[config.mk]
export PLATFORM = sky130hd
export DESIGN_NAME = fft_band_ctrl
export DESIGN_NICKNAME = d
export VERILOG_FILES = /design/src/rtl/fft_band_pkg.sv /design/src/rtl/fft_band_ctrl_band_level_calc.sv /design/src/rtl/fft_band_ctrl.sv
export SDC_FILE = /design/constraint.sdc
export NUM_CORES = 1
export LEC_CHECK = 0
export BUFFER_PORTS_ARGS = -buffer_cell sky130_fd_sc_hd__buf_2
export CORE_ASPECT_RATIO = 1.75
export CORE_MARGIN = 10
export CORE_UTILIZATION = 63
export CTS_CLUSTER_DIAMETER = 100
export DETAILED_ROUTE_END_ITERATION = 6
export PLACE_DENSITY = 0.85
export SLEW_MARGIN = 5
export SYNTH_ARGS = -nofsm -noshare
export SYNTH_HDL_FRONTEND = slang
export SYNTH_SLANG_ARGS = --single-unit
[constraint.sdc]
create_clock -name data_in_clk -period 8.1 [get_ports data_in_clk]
set_input_delay 0.81 -clock data_in_clk [delete_from_list [all_inputs] [get_ports data_in_clk]]
set_output_delay 0.81 -clock data_in_clk [all_outputs]
set_load 0.01 [all_outputs]
[src/rtl/fft_band_pkg.sv]
// Shared constants, band table, state encoding and helpers for the FFT band controller.
package fft_band_pkg;

    localparam int unsigned NUM_BANDS = 16;
    localparam int unsigned FFT_N     = 1024;
    localparam int unsigned LVL_W     = 4;

    // Inclusive upper bin index of each log-spaced band; band 0 starts at bin 1.
    localparam logic [9:0] BAND_UB [NUM_BANDS] = '{
        10'd2,   10'd4,   10'd6,   10'd9,
        10'd13,  10'd18,  10'd25,  10'd35,
        10'd49,  10'd68,  10'd95,  10'd132,
        10'd183, 10'd254, 10'd354, 10'd511
    };

    typedef enum logic [1:0] {
        IDLE,
        ACC,
        SKIP,
        COMMIT
    } state_t;

    // Unsigned 64-bit add that clamps to all-ones instead of wrapping.
    function automatic logic [63:0] sat_add64(input logic [63:0] a, input logic [63:0] b);
        logic [64:0] s;
        s = {1'b0, a} + {1'b0, b};
        return s[64] ? '1 : s[63:0];
    endfunction

endpackage

[src/rtl/fft_band_ctrl_band_level_calc.sv]
// Maps a 64-bit band energy sum to a bar height: msb position minus a log floor, clamped.
module band_level_calc
    import fft_band_pkg::*;
#(
    parameter int unsigned MAX_LEVEL = 8,
    parameter int unsigned LOG_FLOOR = 20
)(
    input  logic [63:0]      acc,
    output logic [LVL_W-1:0] lvl
);

    int unsigned pos1;

    // Priority-encode the highest set bit (as position+1, 0 for an all-zero sum) and clamp.
    always_comb begin
        pos1 = 0;
        for (int unsigned i = 0; i < 64; i++) begin
            if (acc[i]) pos1 = i + 1;
        end
        if (pos1 <= LOG_FLOOR) begin
            lvl = '0;
        end else if (pos1 - LOG_FLOOR >= MAX_LEVEL) begin
            lvl = LVL_W'(MAX_LEVEL);
        end else begin
            lvl = LVL_W'(pos1 - LOG_FLOOR);
        end
    end

endmodule

[src/rtl/fft_band_ctrl.sv]
// Frames the FFT magnitude stream, sums bins 1..511 into 16 bands, applies peak-hold decay
// and presents each finished frame to the display through a single output buffer.
module fft_band_ctrl
    import fft_band_pkg::*;
#(
    parameter int unsigned MAX_LEVEL = 8,
    parameter int unsigned LOG_FLOOR = 20,
    parameter int unsigned DROP_W    = 8
)(
    input  logic              data_in_clk,
    input  logic              rst_n,
    input  logic              enable,
    input  logic [10:0]       fft_data_cnt,
    input  logic [63:0]       fft_data_amp,
    output logic              frame_valid,
    input  logic              frame_ready,
    input  logic [3:0]        rd_band,
    output logic [3:0]        rd_level,
    output logic [DROP_W-1:0] drop_cnt,
    output logic              sync_err
);

    state_t           state;
    logic [10:0]      exp_cnt;
    logic [63:0]      acc;
    logic [3:0]       band;
    logic [LVL_W-1:0] held     [NUM_BANDS];
    logic [LVL_W-1:0] work_buf [NUM_BANDS];
    logic [LVL_W-1:0] out_buf  [NUM_BANDS];

    logic [10:0]      bin;
    logic [63:0]      acc_incl;
    logic             band_end;
    logic             cnt_ok;
    logic             frame_start;
    logic [LVL_W-1:0] lvl;
    logic [LVL_W-1:0] held_cur;
    logic [LVL_W-1:0] new_held;
    logic             commit;
    logic             buf_free;

    band_level_calc #(
        .MAX_LEVEL (MAX_LEVEL),
        .LOG_FLOOR (LOG_FLOOR)
    ) u_level (
        .acc (acc_incl),
        .lvl (lvl)
    );

    // Per-cycle datapath terms: current bin, running sum including this bin, band boundary, decay.
    always_comb begin
        bin         = fft_data_cnt - 11'd1;
        acc_incl    = sat_add64(acc, fft_data_amp);
        band_end    = (bin == {1'b0, BAND_UB[band]});
        cnt_ok      = (fft_data_cnt == exp_cnt);
        frame_start = enable && (fft_data_cnt == 11'd1);
        held_cur    = held[band];
        new_held    = (lvl >= held_cur) ? lvl : held_cur - LVL_W'(1);
        commit      = (state == COMMIT);
        buf_free    = !frame_valid || frame_ready;
    end

    // Frame capture FSM: accumulate bands, update peak-hold and work buffer, watch continuity.
    always_ff @(posedge data_in_clk or negedge rst_n) begin
        if (!rst_n) begin
            state    <= IDLE;
            exp_cnt  <= '0;
            acc      <= '0;
            band     <= '0;
            sync_err <= 1'b0;
            for (int unsigned i = 0; i < NUM_BANDS; i++) begin
                held[i]     <= '0;
                work_buf[i] <= '0;
            end
        end else begin
            exp_cnt <= exp_cnt + 11'd1;
            case (state)
                IDLE: begin
                    if (frame_start) begin
                        state   <= ACC;
                        exp_cnt <= 11'd2;
                        acc     <= '0;
                        band    <= '0;
                    end
                end
                ACC: begin
                    if (!enable) begin
                        state <= IDLE;
                    end else if (!cnt_ok) begin
                        sync_err <= 1'b1;
                        state    <= IDLE;
                    end else if (band_end) begin
                        held[band]     <= new_held;
                        work_buf[band] <= new_held;
                        acc            <= '0;
                        band           <= band + 4'd1;
                        if (band == 4'(NUM_BANDS - 1)) state <= SKIP;
                    end else begin
                        acc <= acc_incl;
                    end
                end
                SKIP: begin
                    if (!enable) begin
                        state <= IDLE;
                    end else if (!cnt_ok) begin
                        sync_err <= 1'b1;
                        state    <= IDLE;
                    end else if (fft_data_cnt == 11'(FFT_N)) begin
                        state <= COMMIT;
                    end
                end
                COMMIT: begin
                    // The commit cycle coincides with cnt==1 of a back-to-back frame.
                    if (frame_start) begin
                        state   <= ACC;
                        exp_cnt <= 11'd2;
                        acc     <= '0;
                        band    <= '0;
                    end else begin
                        state <= IDLE;
                    end
                end
                default: state <= IDLE;
            endcase
        end
    end

    // Output side: load or drop the finished frame, run the valid/ready handshake, serve reads.
    always_ff @(posedge data_in_clk or negedge rst_n) begin
        if (!rst_n) begin
            frame_valid <= 1'b0;
            drop_cnt    <= '0;
            rd_level    <= '0;
            for (int unsigned i = 0; i < NUM_BANDS; i++) begin
                out_buf[i] <= '0;
            end
        end else begin
            rd_level <= out_buf[rd_band];
            if (commit && buf_free) begin
                out_buf     <= work_buf;
                frame_valid <= 1'b1;
            end else begin
                if (frame_valid && frame_ready) frame_valid <= 1'b0;
                if (commit && (drop_cnt != '1)) drop_cnt <= drop_cnt + DROP_W'(1);
            end
        end
    end

endmodule

==> flow_summary_export.csv <==
group,metric,value,unit
outcome,status,"finished clean",
critical_path,path_class,"reg2reg",
die,core.rowCount,78,
place,place.detailed.hpwl,36700,microns
cells_and_area,final_common_cell,"dfrtp_1",
power,p_per_area,393,nW/um^2
critical_path,crit_path_max_fanout,24,
cells_and_area,area_growth,8.90,%
cts,cts_setup_buffers,0,
critical_path,reg2reg_setup_slack,1.01,ns
yosys,syn_area,16600,sq um
power,p_switching,3.52,mW
routing,wl_per_cell,22.2,microns
yosys,synth-edff-count,0,
yosys,synthArstFlopShare,100,%
flow_run,maxCapViolCount,0,
worst_hold_path,min_path_type,"in2async",
routing,drt-initial-drc-count,1117,
grt,antenna_found_initial,1,
sta,rsz0062_at_grt,"no",
die,die_w,143,microns
power,fin_total_pwr,7.09,mW
yosys,synthesis.nets,1996,
power,sw_frac_of_total,49.6,%
yosys,synthSimpleGateAreaFrac,18.2,%
place,portBuffers,96,
cts,cts_buffers,23,
die,dieHeight,234,microns
yosys,ys_ff_latch,223,
yosys,synth_fa_ha_area_share,6.70,%
routing,ant_nets,0,
cts,htreeDepth,1,
cts,postCtsHoldBufs,0,
sta,slew_viol_final,0,
yosys,ys_warn_count,0,
sta,tns,0,ns
routing,drtPass1Iterations,5,
cells_and_area,fin_nets,2060,
cts,cts_tree,"done",
power,peakVddDrop,0.000249,V
die,io_pins,97,
routing,drc,0,
yosys,syn-instance-count,1825,
sta,hold_viol,0,
cts,cts_resized,0,
yosys,synth_ff_type,"dfrtp_1",
cells_and_area,antenna_cells,0,
sta,maxSlewHeadroom,39.4,%
cts,insertion_delay,0.54,ns
yosys,post_synth_xor_area_fraction,4.81,%
routing,wl,49300,microns
yosys,synth_top_family_by_area,"compound AO/OA/AOI/OAI gates",
routing,vias,15000,
sta,finalCritPeriodShare,87.6,%
grt,grt_first_pass_wirelength,78400,microns
cells_and_area,most-common-layout-cells,"223 x dfrtp_1, 211 x nand2_1, 173 x nor2_1, 119 x o21ai_0, 107 x a21oi_1",
critical_path,r2r_cells,27,
routing,viasPerCell,6.72,
die,initial_utilization,63.8,%
power,p_leak,8.05,nW
power,p_comb_share,64.3,%
grt,grt_overflow,0,
grt,grt_max_degree,117,
power,clkPwrFrac,15.3,%
yosys,synth_compound_area_share,23.4,%
cts,cts.clk_slew.worst_paths,0.07,ns
critical_path,worstPathArrival,7.47,ns
yosys,synth_mux_area_share,9.91,%
critical_path,critPathLaunchType,"flip-flop",
cts,cts-root-buf,"clkbuf_16",
yosys,yosysSeqAreaShare,33.7,%
sta,timing.fmax,141,MHz
grt,grt_pass1_vias,15300,
yosys,avgSynthCellArea,9.07,sq um
sta,min_period,7.09,ns
critical_path,cp_data_required_time,8.48,ns
sta,finalClockSkew,0.0117,ns
power,p_seq_share,20.4,%
die,core,26000,sq um
sta,setup_viol,0,
critical_path,endpoint_kind,"flip-flop",
power,internal-power,3.57,mW
cts,clockBufferDepth,3,
sta,tightest_slew,0.910,ns
cells_and_area,drive_above_1_share,17.2,%
cts,cts_sinks,223,
place,gp_congestion,1.04,
grt,track_usage,29.3,%
die,die_area,33400,sq um
yosys,yosysUniqueCellTypes,108,
==> stage by stage <==
stage          std cells  setup WS [ns]  hold slack [ns]  util (%)  cell area, sq um
6_report            2224           1.01            0.363      69.5             18000
5_1_grt             2224          0.470            0.408      69.5             18000
4_1_cts             2224           1.07            0.385      69.5             18000
3_5_place_dp        2184          0.554            0.457      66.6             17300
3_3_place_gp        2184          0.698            0.458      66.6             17300
2_1_floorplan       1825           1.38            0.445         -             16600
==> critical path, cell delays in order, from the launching register on <==
cell	delay, ns
dfrtp_1	0.38
ha_1	0.41
and3_1	0.27
a22oi_1	0.28
o21ai_1	0.12
buf_4	0.17
a211o_1	0.41
a21oi_2	0.36
a31oi_4	0.41
a31oi_4	0.49
nand2_2	0.10
nor2_1	0.26
nand2_1	0.08
o21ai_0	0.20
nand2_1	0.12
ha_1	0.30
and4_1	0.23
nand3_4	0.11
a211o_1	0.32
ha_1	0.28
nand2b_1	0.14
a21o_1	0.17
a21o_1	0.16
a21oi_1	0.13
buf_4	0.18
nor3_1	0.06
a21oi_2	0.60
a21oi_1	0.17
==> final timing paths <==
check                      startpoint     endpoint
min in group data_in_clk     sync_err     sync_err
max                           acc[26]     held[33]
max in group asynchronous       rst_n   exp_cnt[4]
max reg2reg                   acc[26]     held[33]
min                             rst_n  out_buf[33]
min reg2reg                  sync_err     sync_err
==> Yosys cell counts, types with 28 or more instances <==
cell type | count | area share, %
nand2_1 | 212 | 4.8
nor2_1 | 173 | 3.9
mux2_2 | 64 | 4.4
ha_1 | 87 | 6.6
o21ai_0 | 120 | 3.6
xnor2_1 | 56 | 3.0
a21oi_1 | 107 | 3.2
nor3_1 | 34 | 1.0
xor2_1 | 35 | 1.9
dfrtp_1 | 223 | 34
mux4_2 | 28 | 3.8
inv_1 | 37 | 0.84
clkbuf_1 | 43 | 0.97
a21o_1 | 33 | 1.5
nand3_1 | 49 | 1.5
==> flip-flops by register name (all words and copies together), names as in the netlist <==
register / flops
out_buf: 64
frame_valid: 1
drop_cnt: 8
state: 2
held: 64
acc: 64
rd_level: 4
sync_err: 1
band: 4
exp_cnt: 11
==> power by group through the flow <==
stage | Clock [mW] | Sequential (mW) | Combinational, mW
finish | 1.09 | 1.44 | 4.55
floorplan | 0 | 1.42 | 3.27
detailed placement | 0 | 1.46 | 4.39
CTS | 1.10 | 1.44 | 4.42
global placement | 0 | 1.45 | 4.31
global route | 1.15 | 1.47 | 4.92
==> final cells by class <==
type / instances / area, sq um
Timing Repair Buffer: 124 / 701
Clock inverter: 12 / 139
Inverter: 38 / 143
Sequential cell: 223 / 5580
Fill cell: 2038 / 7930
Tap cell: 320 / 400
Clock buffer: 28 / 614
Multi-Input combinational cell: 1479 / 10500
==> logic make-up (layout without fill, tap and decap cells) <==
group	after synthesis	after routing
XOR/XNOR	91	91
adder cells (fa/ha/maj)	88	88
AO/OA/AOI/OAI	554	554
flip-flops	223	223
multiplexers	120	120
buffers and inverters	123	202
AND/OR/NAND/NOR	626	626
==> layer usage <==
metal	track usage (%)	share of wire (%)	vias to the layer above
met5	0	0.014	-
met4	23.6	8.9	2
met3	4.82	5.2	280
met2	54.2	53	602
met1	27.8	33	7165
li1	-	-	6907
Note: power is estimated with default switching activity, not from simulation.
